$ cat src/rtl/num_display_conv_if.sv
// Request/result bundle for num_display_conv: binary value in, display digits out.
// The requester uses the master modport; the converter uses the slave modport.
interface num_display_conv_if #(
   parameter int WIDTH  = 8,
   parameter int DIGITS = 2
);
   logic [WIDTH-1:0]    value;
   logic                hexMode;
   logic                in_valid;
   logic                in_ready;
   logic [4*DIGITS-1:0] digits;
   logic [DIGITS-1:0]   blank;
   logic                overflow;
   logic                out_valid;

   modport master (
      output value, hexMode, in_valid,
      input  in_ready, digits, blank, overflow, out_valid
   );

   modport slave (
      input  value, hexMode, in_valid,
      output in_ready, digits, blank, overflow, out_valid
   );
endinterface

$ cat src/rtl/num_display_conv.sv
// Converts an unsigned binary value into hex or decimal display digits with leading-zero
// blanking and saturation on overflow; decimal uses a serial double-dabble, one bit per clock.
module num_display_conv #(
   parameter int WIDTH  = 8,
   parameter int DIGITS = 2
) (
   input  logic               clk,
   input  logic               rst_n,
   num_display_conv_if.slave  bus
);

   localparam int BCD_DIGITS = (WIDTH + 2) / 3 + 1;
   localparam int BCD_W      = 4 * BCD_DIGITS;
   localparam int DEC_EXT    = (BCD_DIGITS > DIGITS) ? BCD_DIGITS : DIGITS;
   localparam int HEX_DIG    = (WIDTH + 3) / 4;
   localparam int HEX_EXT    = (HEX_DIG > DIGITS) ? HEX_DIG : DIGITS;
   localparam int VAL_EXT_W  = 4 * HEX_EXT;
   localparam int BCD_EXT_W  = 4 * DEC_EXT;
   localparam int CNT_W      = $clog2(WIDTH + 1);
   localparam logic [DIGITS-1:0] BLANK_RST = ~(DIGITS'(1));

   typedef enum logic [1:0] {IDLE, SHIFT, DONE} state_t;

   state_t              r_state;
   state_t              w_nextState;
   logic [WIDTH-1:0]    r_shift;
   logic [BCD_W-1:0]    r_bcd;
   logic [CNT_W-1:0]    r_count;
   logic [4*DIGITS-1:0] r_digits;
   logic [DIGITS-1:0]   r_blank;
   logic                r_overflow;

   logic                w_accept;
   logic                w_lastStep;
   logic                w_useHex;
   logic [BCD_W-1:0]    w_bcdAdj;
   logic [BCD_W-1:0]    w_bcdShifted;
   logic [VAL_EXT_W-1:0] w_valExt;
   logic [BCD_EXT_W-1:0] w_bcdExt;
   logic                w_hexOvf;
   logic                w_decOvf;
   logic                w_resOvf;
   logic [4*DIGITS-1:0] w_resDigits;
   logic [DIGITS-1:0]   w_resBlank;

   assign w_accept   = bus.in_valid && (r_state == IDLE);
   assign w_lastStep = (r_count == CNT_W'(WIDTH));
   assign w_useHex   = (r_state == IDLE);

   always_ff @(posedge clk or negedge rst_n) begin
      if (!rst_n) begin
         r_state <= IDLE;
      end else begin
         r_state <= w_nextState;
      end
   end

   always_comb begin
      w_nextState = r_state;
      case (r_state)
         IDLE:    if (w_accept) w_nextState = bus.hexMode ? DONE : SHIFT;
         SHIFT:   if (w_lastStep) w_nextState = DONE;
         DONE:    w_nextState = IDLE;
         default: w_nextState = IDLE;
      endcase
   end

   always_comb begin
      bus.in_ready  = (r_state == IDLE);
      bus.out_valid = (r_state == DONE);
      bus.digits    = r_digits;
      bus.blank     = r_blank;
      bus.overflow  = r_overflow;
   end

   // Double-dabble step: correct every BCD digit >= 5 by +3, then shift in the next MSB.
   always_comb begin
      w_bcdAdj = r_bcd;
      for (int i = 0; i < BCD_DIGITS; i++) begin
         if (r_bcd[4*i +: 4] >= 4'd5) begin
            w_bcdAdj[4*i +: 4] = r_bcd[4*i +: 4] + 4'd3;
         end
      end
      w_bcdShifted = {w_bcdAdj[BCD_W-2:0], r_shift[WIDTH-1]};
   end

   always_comb begin
      w_valExt = VAL_EXT_W'(bus.value);
      w_bcdExt = BCD_EXT_W'(r_bcd);
      w_hexOvf = 1'b0;
      for (int i = 4 * DIGITS; i < VAL_EXT_W; i++) begin
         w_hexOvf = w_hexOvf | w_valExt[i];
      end
      w_decOvf = 1'b0;
      for (int i = 4 * DIGITS; i < BCD_EXT_W; i++) begin
         w_decOvf = w_decOvf | w_bcdExt[i];
      end
   end

   // Hex results come straight from the request in IDLE; decimal results from the finished BCD.
   always_comb begin : resultComb
      logic zeroRun;
      w_resOvf = w_useHex ? w_hexOvf : w_decOvf;
      if (w_resOvf) begin
         w_resDigits = w_useHex ? {DIGITS{4'hF}} : {DIGITS{4'h9}};
      end else begin
         w_resDigits = w_useHex ? w_valExt[4*DIGITS-1:0] : w_bcdExt[4*DIGITS-1:0];
      end
      w_resBlank = '0;
      zeroRun    = 1'b1;
      for (int i = DIGITS - 1; i > 0; i--) begin
         zeroRun       = zeroRun && (w_resDigits[4*i +: 4] == 4'h0);
         w_resBlank[i] = zeroRun && !w_resOvf;
      end
   end

   // After WIDTH shift steps the SHIFT state spends one more cycle latching the result.
   always_ff @(posedge clk or negedge rst_n) begin
      if (!rst_n) begin
         r_shift    <= '0;
         r_bcd      <= '0;
         r_count    <= '0;
         r_digits   <= '0;
         r_blank    <= BLANK_RST;
         r_overflow <= 1'b0;
      end else begin
         case (r_state)
            IDLE: begin
               if (w_accept) begin
                  if (bus.hexMode) begin
                     r_digits   <= w_resDigits;
                     r_blank    <= w_resBlank;
                     r_overflow <= w_resOvf;
                  end else begin
                     r_shift <= bus.value;
                     r_bcd   <= '0;
                     r_count <= '0;
                  end
               end
            end
            SHIFT: begin
               if (!w_lastStep) begin
                  r_bcd   <= w_bcdShifted;
                  r_shift <= {r_shift[WIDTH-2:0], 1'b0};
                  r_count <= r_count + CNT_W'(1);
               end else begin
                  r_digits   <= w_resDigits;
                  r_blank    <= w_resBlank;
                  r_overflow <= w_resOvf;
               end
            end
            default: begin
            end
         endcase
      end
   end

endmodule

$ cat src/flat_wrapper.sv
// flat-port wrapper written by rule: the top's interface ports become plain ports
module num_display_conv_flat 
#(
   parameter int WIDTH  = 8,
   parameter int DIGITS = 2
)
  (clk, rst_n, bus_value, bus_hexMode, bus_in_valid, bus_in_ready, bus_digits, bus_blank, bus_overflow, bus_out_valid);
  num_display_conv_if #(.WIDTH(WIDTH), .DIGITS(DIGITS)) bus_i ();
  input  logic clk;
  input  logic rst_n;
  input wire logic [$bits(bus_i.value)-1:0] bus_value;
  input wire logic [$bits(bus_i.hexMode)-1:0] bus_hexMode;
  input wire logic [$bits(bus_i.in_valid)-1:0] bus_in_valid;
  output wire logic [$bits(bus_i.in_ready)-1:0] bus_in_ready;
  output wire logic [$bits(bus_i.digits)-1:0] bus_digits;
  output wire logic [$bits(bus_i.blank)-1:0] bus_blank;
  output wire logic [$bits(bus_i.overflow)-1:0] bus_overflow;
  output wire logic [$bits(bus_i.out_valid)-1:0] bus_out_valid;
  assign bus_i.value = bus_value;
  assign bus_i.hexMode = bus_hexMode;
  assign bus_i.in_valid = bus_in_valid;
  assign bus_in_ready = bus_i.in_ready;
  assign bus_digits = bus_i.digits;
  assign bus_blank = bus_i.blank;
  assign bus_overflow = bus_i.overflow;
  assign bus_out_valid = bus_i.out_valid;
  num_display_conv #(.WIDTH(WIDTH), .DIGITS(DIGITS)) u_core (.clk(clk), .rst_n(rst_n), .bus(bus_i));
endmodule
$ cat config.mk
export PLATFORM = sky130hd
export DESIGN_NAME = num_display_conv_flat
export DESIGN_NICKNAME = d
export VERILOG_FILES = /design/src/rtl/num_display_conv_if.sv /design/src/rtl/num_display_conv.sv /design/src/flat_wrapper.sv
export SDC_FILE = /design/constraint.sdc
export NUM_CORES = 1
export LEC_CHECK = 0
export CORE_MARGIN = 2
export CORE_UTILIZATION = 50
export DETAILED_ROUTE_END_ITERATION = 6
export GPL_TIMING_DRIVEN = 0
export PLACE_DENSITY_LB_ADDON = 0.15
export SETUP_SLACK_MARGIN = 0.5
export SYNTH_ARGS = -nofsm -noshare
export SYNTH_HDL_FRONTEND = slang
export SYNTH_SLANG_ARGS = --single-unit
export TNS_END_PERCENT = 30
$ cat constraint.sdc
create_clock -name clk -period 4.2 [get_ports clk]
set_input_delay 0.42 -clock clk [delete_from_list [all_inputs] [get_ports clk]]
set_output_delay 0.42 -clock clk [all_outputs]
set_load 0.005 [all_outputs]
### After elaboration in Yosys (flattened, before gate mapping)

Cells that the tools add are included.

| operators by class | value |
|---|---|
| multiply operators | 0 |
| div/mod/pow operators | 0 |
| bitwise gates (word level) | 7 |
| magnitude comparators | 4 |
| reductions and logical operators | 9 |
| shift operators | 0 |
| muxes and demuxes | 36 |
| equal/unequal tests | 8 |
| $add $sub $neg | 5 |

Operator list:

| kind | number |
|---|---|
| 8-bit 2-to-1 mux | 8 |
| 16-bit 2-to-1 mux | 3 |
| 16-bit one-hot mux with 2 select lines | 1 |
| 8-bit one-hot mux with 2 select lines | 2 |
| 4-bit 2-to-1 mux | 6 |
| 4-bit by 3-bit >= comparator with 1-bit output, second input constant | 4 |
| 4-bit by 2-bit adder with 4-bit output, second input constant | 3 |
| 2-bit 2-to-1 mux | 6 |
| 2-bit one-hot mux with 2 select lines | 2 |
| 4-bit one-hot mux with 2 select lines | 1 |
| 4-bit AND reduction | 2 |
| 7-bit 2-to-1 mux | 1 |
| 1-bit OR | 7 |
| 2-bit != test, second input constant | 3 |
| 4-bit by 1-bit adder with 4-bit output, second input constant | 1 |
| 4-bit == test, second input constant | 1 |
| 4-bit logical NOT | 1 |
| 1-bit 2-to-1 mux | 4 |
| 2-bit by 1-bit != test with 1-bit output, second input constant | 2 |
| 3-bit by 2-bit adder with 3-bit output, second input constant | 1 |
| 3-bit 2-to-1 mux | 1 |
| 2-bit by 1-bit == test with 1-bit output, second input constant | 1 |
| 2-bit == test, second input constant | 1 |
| 1-bit logical AND | 2 |
| other kinds (5) | 5 |

| storage, ports and cells | value |
|---|---|
| bits in registers | 41 |
| word-level logic and storage cells | 76 |
| output and inout port bits | 13 |
| RAM bits | 0 |
| memories kept | 0 |
| bits in latches | 0 |
| bits in read-only memories | 0 |
| bits of input ports | 12 |

### Logic depth before layout (Yosys ltp)

| depth | value |
|---|---|
| depth after elaboration | 14 |
| mapped depth | 7 |
| gate-level depth less buffers | 7 |

### Least setup slack after synthesis

Ideal clock, no wire load.

| timing | value |
|---|---|
| path type | reg-to-reg |
| start | register u_core.r_bcd[8] |
| end | register u_core.r_blank[1], in the netlist u_core.bus.blank[1] |
| cell stages (with the launch flop) | 7 |
| buffers on the path | 0 |
| library setup time | 60 ps |
| required time | 4140 ps |
| setup slack | 2280 ps |
| data arrival time | 1860 ps |
| clock period less this slack | 1920 ps |
| cell sequence | dfrtp_1 -> inv_1 -> ha_1 -> or4b_4 -> or3_4 -> o311ai_2 -> o21a_1 |

| on the way | value |
|---|---|
| longest elaborated chain between the ends | 14 |
| elaborated cells on any way between the ends | 16 |
| classes of those cells | mux (6); bitwise (7); reduce/logical (3) |

Ends and longest elaborated chain:

| what | RTL line | RTL |
|---|---|---|
| from (decl) | num_display_conv.sv:27 | `logic [BCD_W-1:0] r_bcd;` |
| from (signal assigned) | num_display_conv.sv:143 | `r_bcd <= w_bcdShifted;` |
| 1-bit OR * (7 in series) | num_display_conv.sv:96 | `w_decOvf = w_decOvf \| w_bcdExt[i];` |
| 1-bit 2-to-1 mux * | num_display_conv.sv:103 | `w_resOvf = w_useHex ? w_hexOvf : w_decOvf;` |
| 8-bit 2-to-1 mux | num_display_conv.sv:104 | `if (w_resOvf) begin` |
| 4-bit logical NOT | num_display_conv.sv:112 | `zeroRun = zeroRun && (w_resDigits[4*i +: 4] == 4'h0);` |
| 1-bit logical AND * | num_display_conv.sv:113 | `w_resBlank[i] = zeroRun && !w_resOvf;` |
| 2-bit 2-to-1 mux | num_display_conv.sv:130 | `if (bus.hexMode) begin` |
| 2-bit 2-to-1 mux | num_display_conv.sv:129 | `if (w_accept) begin` |
| 2-bit one-hot mux with 2 select lines * | num_display_conv.sv:127 | `case (r_state)` |
| to (signal assigned) | num_display_conv.sv:132 | `r_blank <= w_resBlank;` |
| to (signal assigned) | num_display_conv.sv:148 | `r_blank <= w_resBlank;` |
| to (decl) | num_display_conv.sv:30 | `logic [DIGITS-1:0] r_blank;` |

Mark *: on every way between the ends. The rest lies on a longest branch, timed or not. The select of a mux whose other input is x is not followed.
A chain may end at the register's enable or synchronous reset.

### Worst setup path after layout

| timing | value |
|---|---|
| start | register u_core.r_state[0] |
| end | output bus_in_ready |

| on the way | value |
|---|---|
| longest elaborated chain between the ends | 1 |

Ends and longest elaborated chain:

| what | RTL line | RTL |
|---|---|---|
| from (decl) | num_display_conv.sv:24 | `state_t r_state;` |
| from (signal assigned) | num_display_conv.sv:54 | `r_state <= w_nextState;` |
| 2-bit logical NOT | num_display_conv.sv:69 | `bus.in_ready = (r_state == IDLE);` |
| to (decl) | flat_wrapper.sv:14 | `output wire logic [$bits(bus_i.in_ready)-1:0] bus_in_ready;` |

No other way between the ends.

==> metrics.yaml <==
status:
  status: "completed"
placement:
  io_buffers: 23
  globalplace.congestion: 0.845
  dp_cells: 283
  hpwl_um: 3400
drt:
  drc: 0
  drtAntennaViolNets: 0
  dr.pass1.iters: 4
  totalWireLength_um: 4860
  dr_total_vias: 1679
  dr.first_iter.drc_count: 86
  routed_via_density: 5.77
  wl_per_cell_um: 16.7
setup_path:
  cp-start-kind: "register"
  worstPathMaxFanout: 9
  path_class: "reg2out"
  cp-end-kind: "primary output"
  cp.required_ns: 3.78
  worst_path_largest_cell_delay_ns: 0.56
  crit_arrival_ns: 2.02
  slowest_stage: "clkdlybuf4s50_1"
  cp_cell_sequence: "or2_2 > buf_2 > inv_1 > clkdlybuf4s50_1"
final_layout:
  syn_to_final_growth_pct: 17.8
  antennaDiodeCount: 0
  multi_input_area_mm2: 0.00100
  layout.nets: 263
  fin_cells: 291
  drive_above_1_share_pct: 7.47
  final-seq-area_mm2: 0.00100
  fill_cells: 338
grt:
  gr-total-overflow: 0
  grtUsageMet3_pct: 7.02
  met1_usage_pct: 31.9
  grt_pass1_vias: 1650
  grt_start_max_net_pins: 41
  antenna_found_initial: 0
  grt_pass1_wl_um: 8420
  met2_usage_pct: 33.3
  grt-busiest-layer: "met2"
  grtUsageTotal_pct: 22.2
clocking:
  clkTransAtPathRegs_ns: 0.07
  numCtsBuffers: 5
  cts_resized: 0
  htreeDepth: 2
  clock_sinks: 40
  clk_path_buf_depth: 2
  ctsHoldBuffers: 0
  post_cts_buffers: 0
  cts_tree: "done"
  clk_latency_ns: 0.29
  cts-root-buf: "clkbuf_8"
yosys:
  synth_top_area_cell: "dfrtp_1"
  ys_types: 42
  post-synth-top-count-cell: "dfrtp_1"
  synth_top_area_share_pct: 46.0
  yosysSeqAreaShare_pct: 47.3
  synth_edf_count: 0
  synth_seq_cells: 40
  synth_nets: 233
  ys_top_cells_by_area: "dfrtp_1 46%, ha_1 6.5%, o21ai_0 5.2%"
  ys_async_sr_fraction_pct: 100
  yosysWarnings: 0
  netlist_instances: 210
  synth_common_cells: "39 x dfrtp_1, 22 x o21ai_0, 19 x inv_1, 15 x a21oi_1, 11 x ha_1"
  synth_area_per_cell_um2: 10.1
  synth_ff_type: "dfrtp_1"
  syn_area_mm2: 0.00212
power:
  power.leakage_nw: 1.11
  power_w: 0.00189
  irDropWorstVdd_v: 0.000358
  powerDensity_mw_per_mm2: 757
die:
  dieHeight_um: 69.1
  coreArea_mm2: 0.00403
  start_util_pct: 52.6
  die_area_mm2: 0.00478
  rows: 23
  die_w_um: 69.1
  io-pin-count: 25
timing:
  relSlewSlack_pct: 40.4
  fin_crit_sh_pct: 58.0
  tightest_slew_ns: 0.894
  finalClockSkew_ns: 0.00603
  slew_viol_final: 0
  min_period_ns: 2.44
  clock.fmax_mhz: 410
  hold_viol_final: 0
  fin_tns_setup_ns: 0
  setup_viol: 0
  rsz0062_at_grt: "false"
hold_path:
  hold_path_class: "in2async"
run:
  maxCapViolCount: 0
[power breakdown]
| group | internal [W] | switching, W | total (W) |
|---|---|---|---|
| logic | 0.000432 | 0.000501 | 0.000933 |
| clock network | 0.000134 | 0.000127 | 0.000261 |
| registers | 0.000557 | 0.000138 | 0.000696 |
[path summary, 6_finish.rpt]
check / to / from / slack (ns) / cells after the start
max: bus_in_ready / u_core.r_state[0] / 1.76 / 4
min: u_core.bus.overflow / rst_n / 0.25 / 1
max reg2reg: u_core.r_shift[0] / u_core.r_count[0] / 1.94 / 7
min reg2reg: u_core.r_shift[7] / u_core.r_shift[7] / 0.52 / 2
max in group asynchronous: u_core.r_bcd[12] / rst_n / 3.38 / 1
min in group clk: u_core.r_shift[7] / u_core.r_shift[7] / 0.52 / 2
[worst max-delay path, delay by kind of cell (launching register included)]
kind	cells	cell delay, ns
simple gates	1	0.32
buf+inv	3	0.94
flops	1	0.46
[state kept, by name, indices dropped and copies added (netlist names)]
register and count:
u_core.r_shift 8, u_core.bus.overflow 1, u_core.r_state 2, u_core.r_count 4, u_core.bus.digits 8, u_core.bus.blank 1, u_core.r_bcd 16
[per-stage QoR]
stage / utilization (%) / hold WS [ns] / worst slack, ns / cell area [µm²]
floorplan: - / 0.124 / 2.28 / 2120
global placement: 59.9 / 0.493 / 1.70 / 2410
finish: 62.0 / 0.247 / 1.76 / 2500
CTS: 62.0 / 0.282 / 1.77 / 2500
global route: 62.0 / 0.321 / 1.61 / 2500
detailed placement: 59.8 / 0.502 / 1.71 / 2410
[area by class of cell]
cell class	count	area share (%)
buffer	9	1.65
clock buffer	8	3.61
inverter	20	3.01
multi-input combinational	141	40.1
sequential	40	40.1
tap	50	2.51
timing repair buffer	23	9.02
[placed cells by master, fill, tap and decap left out, types with 2 or more instances in the layout]
| cell | netlist | layout |
|---|---|---|
| a21o_1 | 2 | 2 |
| a21oi_1 | 15 | 15 |
| a221o_1 | 3 | 3 |
| a22o_1 | 4 | 4 |
| a22oi_1 | 4 | 4 |
| and3_1 | 2 | 2 |
| buf_2 | 3 | 4 |
| clkbuf_1 | 5 | 7 |
| clkbuf_8 | 0 | 6 |
| clkdlybuf4s50_1 | 0 | 22 |
| dfrtp_1 | 39 | 39 |
| ha_1 | 11 | 11 |
| inv_1 | 19 | 19 |
| mux2i_1 | 7 | 7 |
| nand2_1 | 8 | 8 |
| nand2b_1 | 5 | 5 |
| nand3b_1 | 4 | 4 |
| nor2_1 | 7 | 7 |
| nor2b_1 | 3 | 3 |
| nor3_1 | 2 | 2 |
| nor3b_1 | 4 | 4 |
| o21ai_0 | 22 | 22 |
| o221ai_1 | 4 | 4 |
| o22ai_1 | 8 | 8 |
| o41ai_1 | 2 | 2 |
| or2_2 | 2 | 2 |
| or3_1 | 2 | 2 |
| xnor2_1 | 5 | 5 |
| xor2_1 | 3 | 3 |
[logic make-up after synthesis]
kind of cell / synth area share [%]
muxes: 3.84
xor gates and xnor gates: 3.31
AOI/OAI and AO/OA: 21.1
other: 0.177
adders and majority gates: 6.49
buffers and inverters: 5.49
and+or+nand+nor: 12.3
DFF: 47.3
[layer usage]
layer  vias up  part of all wire [%]
met4         0                  0.88
met5         -                     0
li1        810                     -
met2        47                    46
met3         5                   5.8
met1       817                    47
Note: power is estimated with default switching activity, not from simulation.
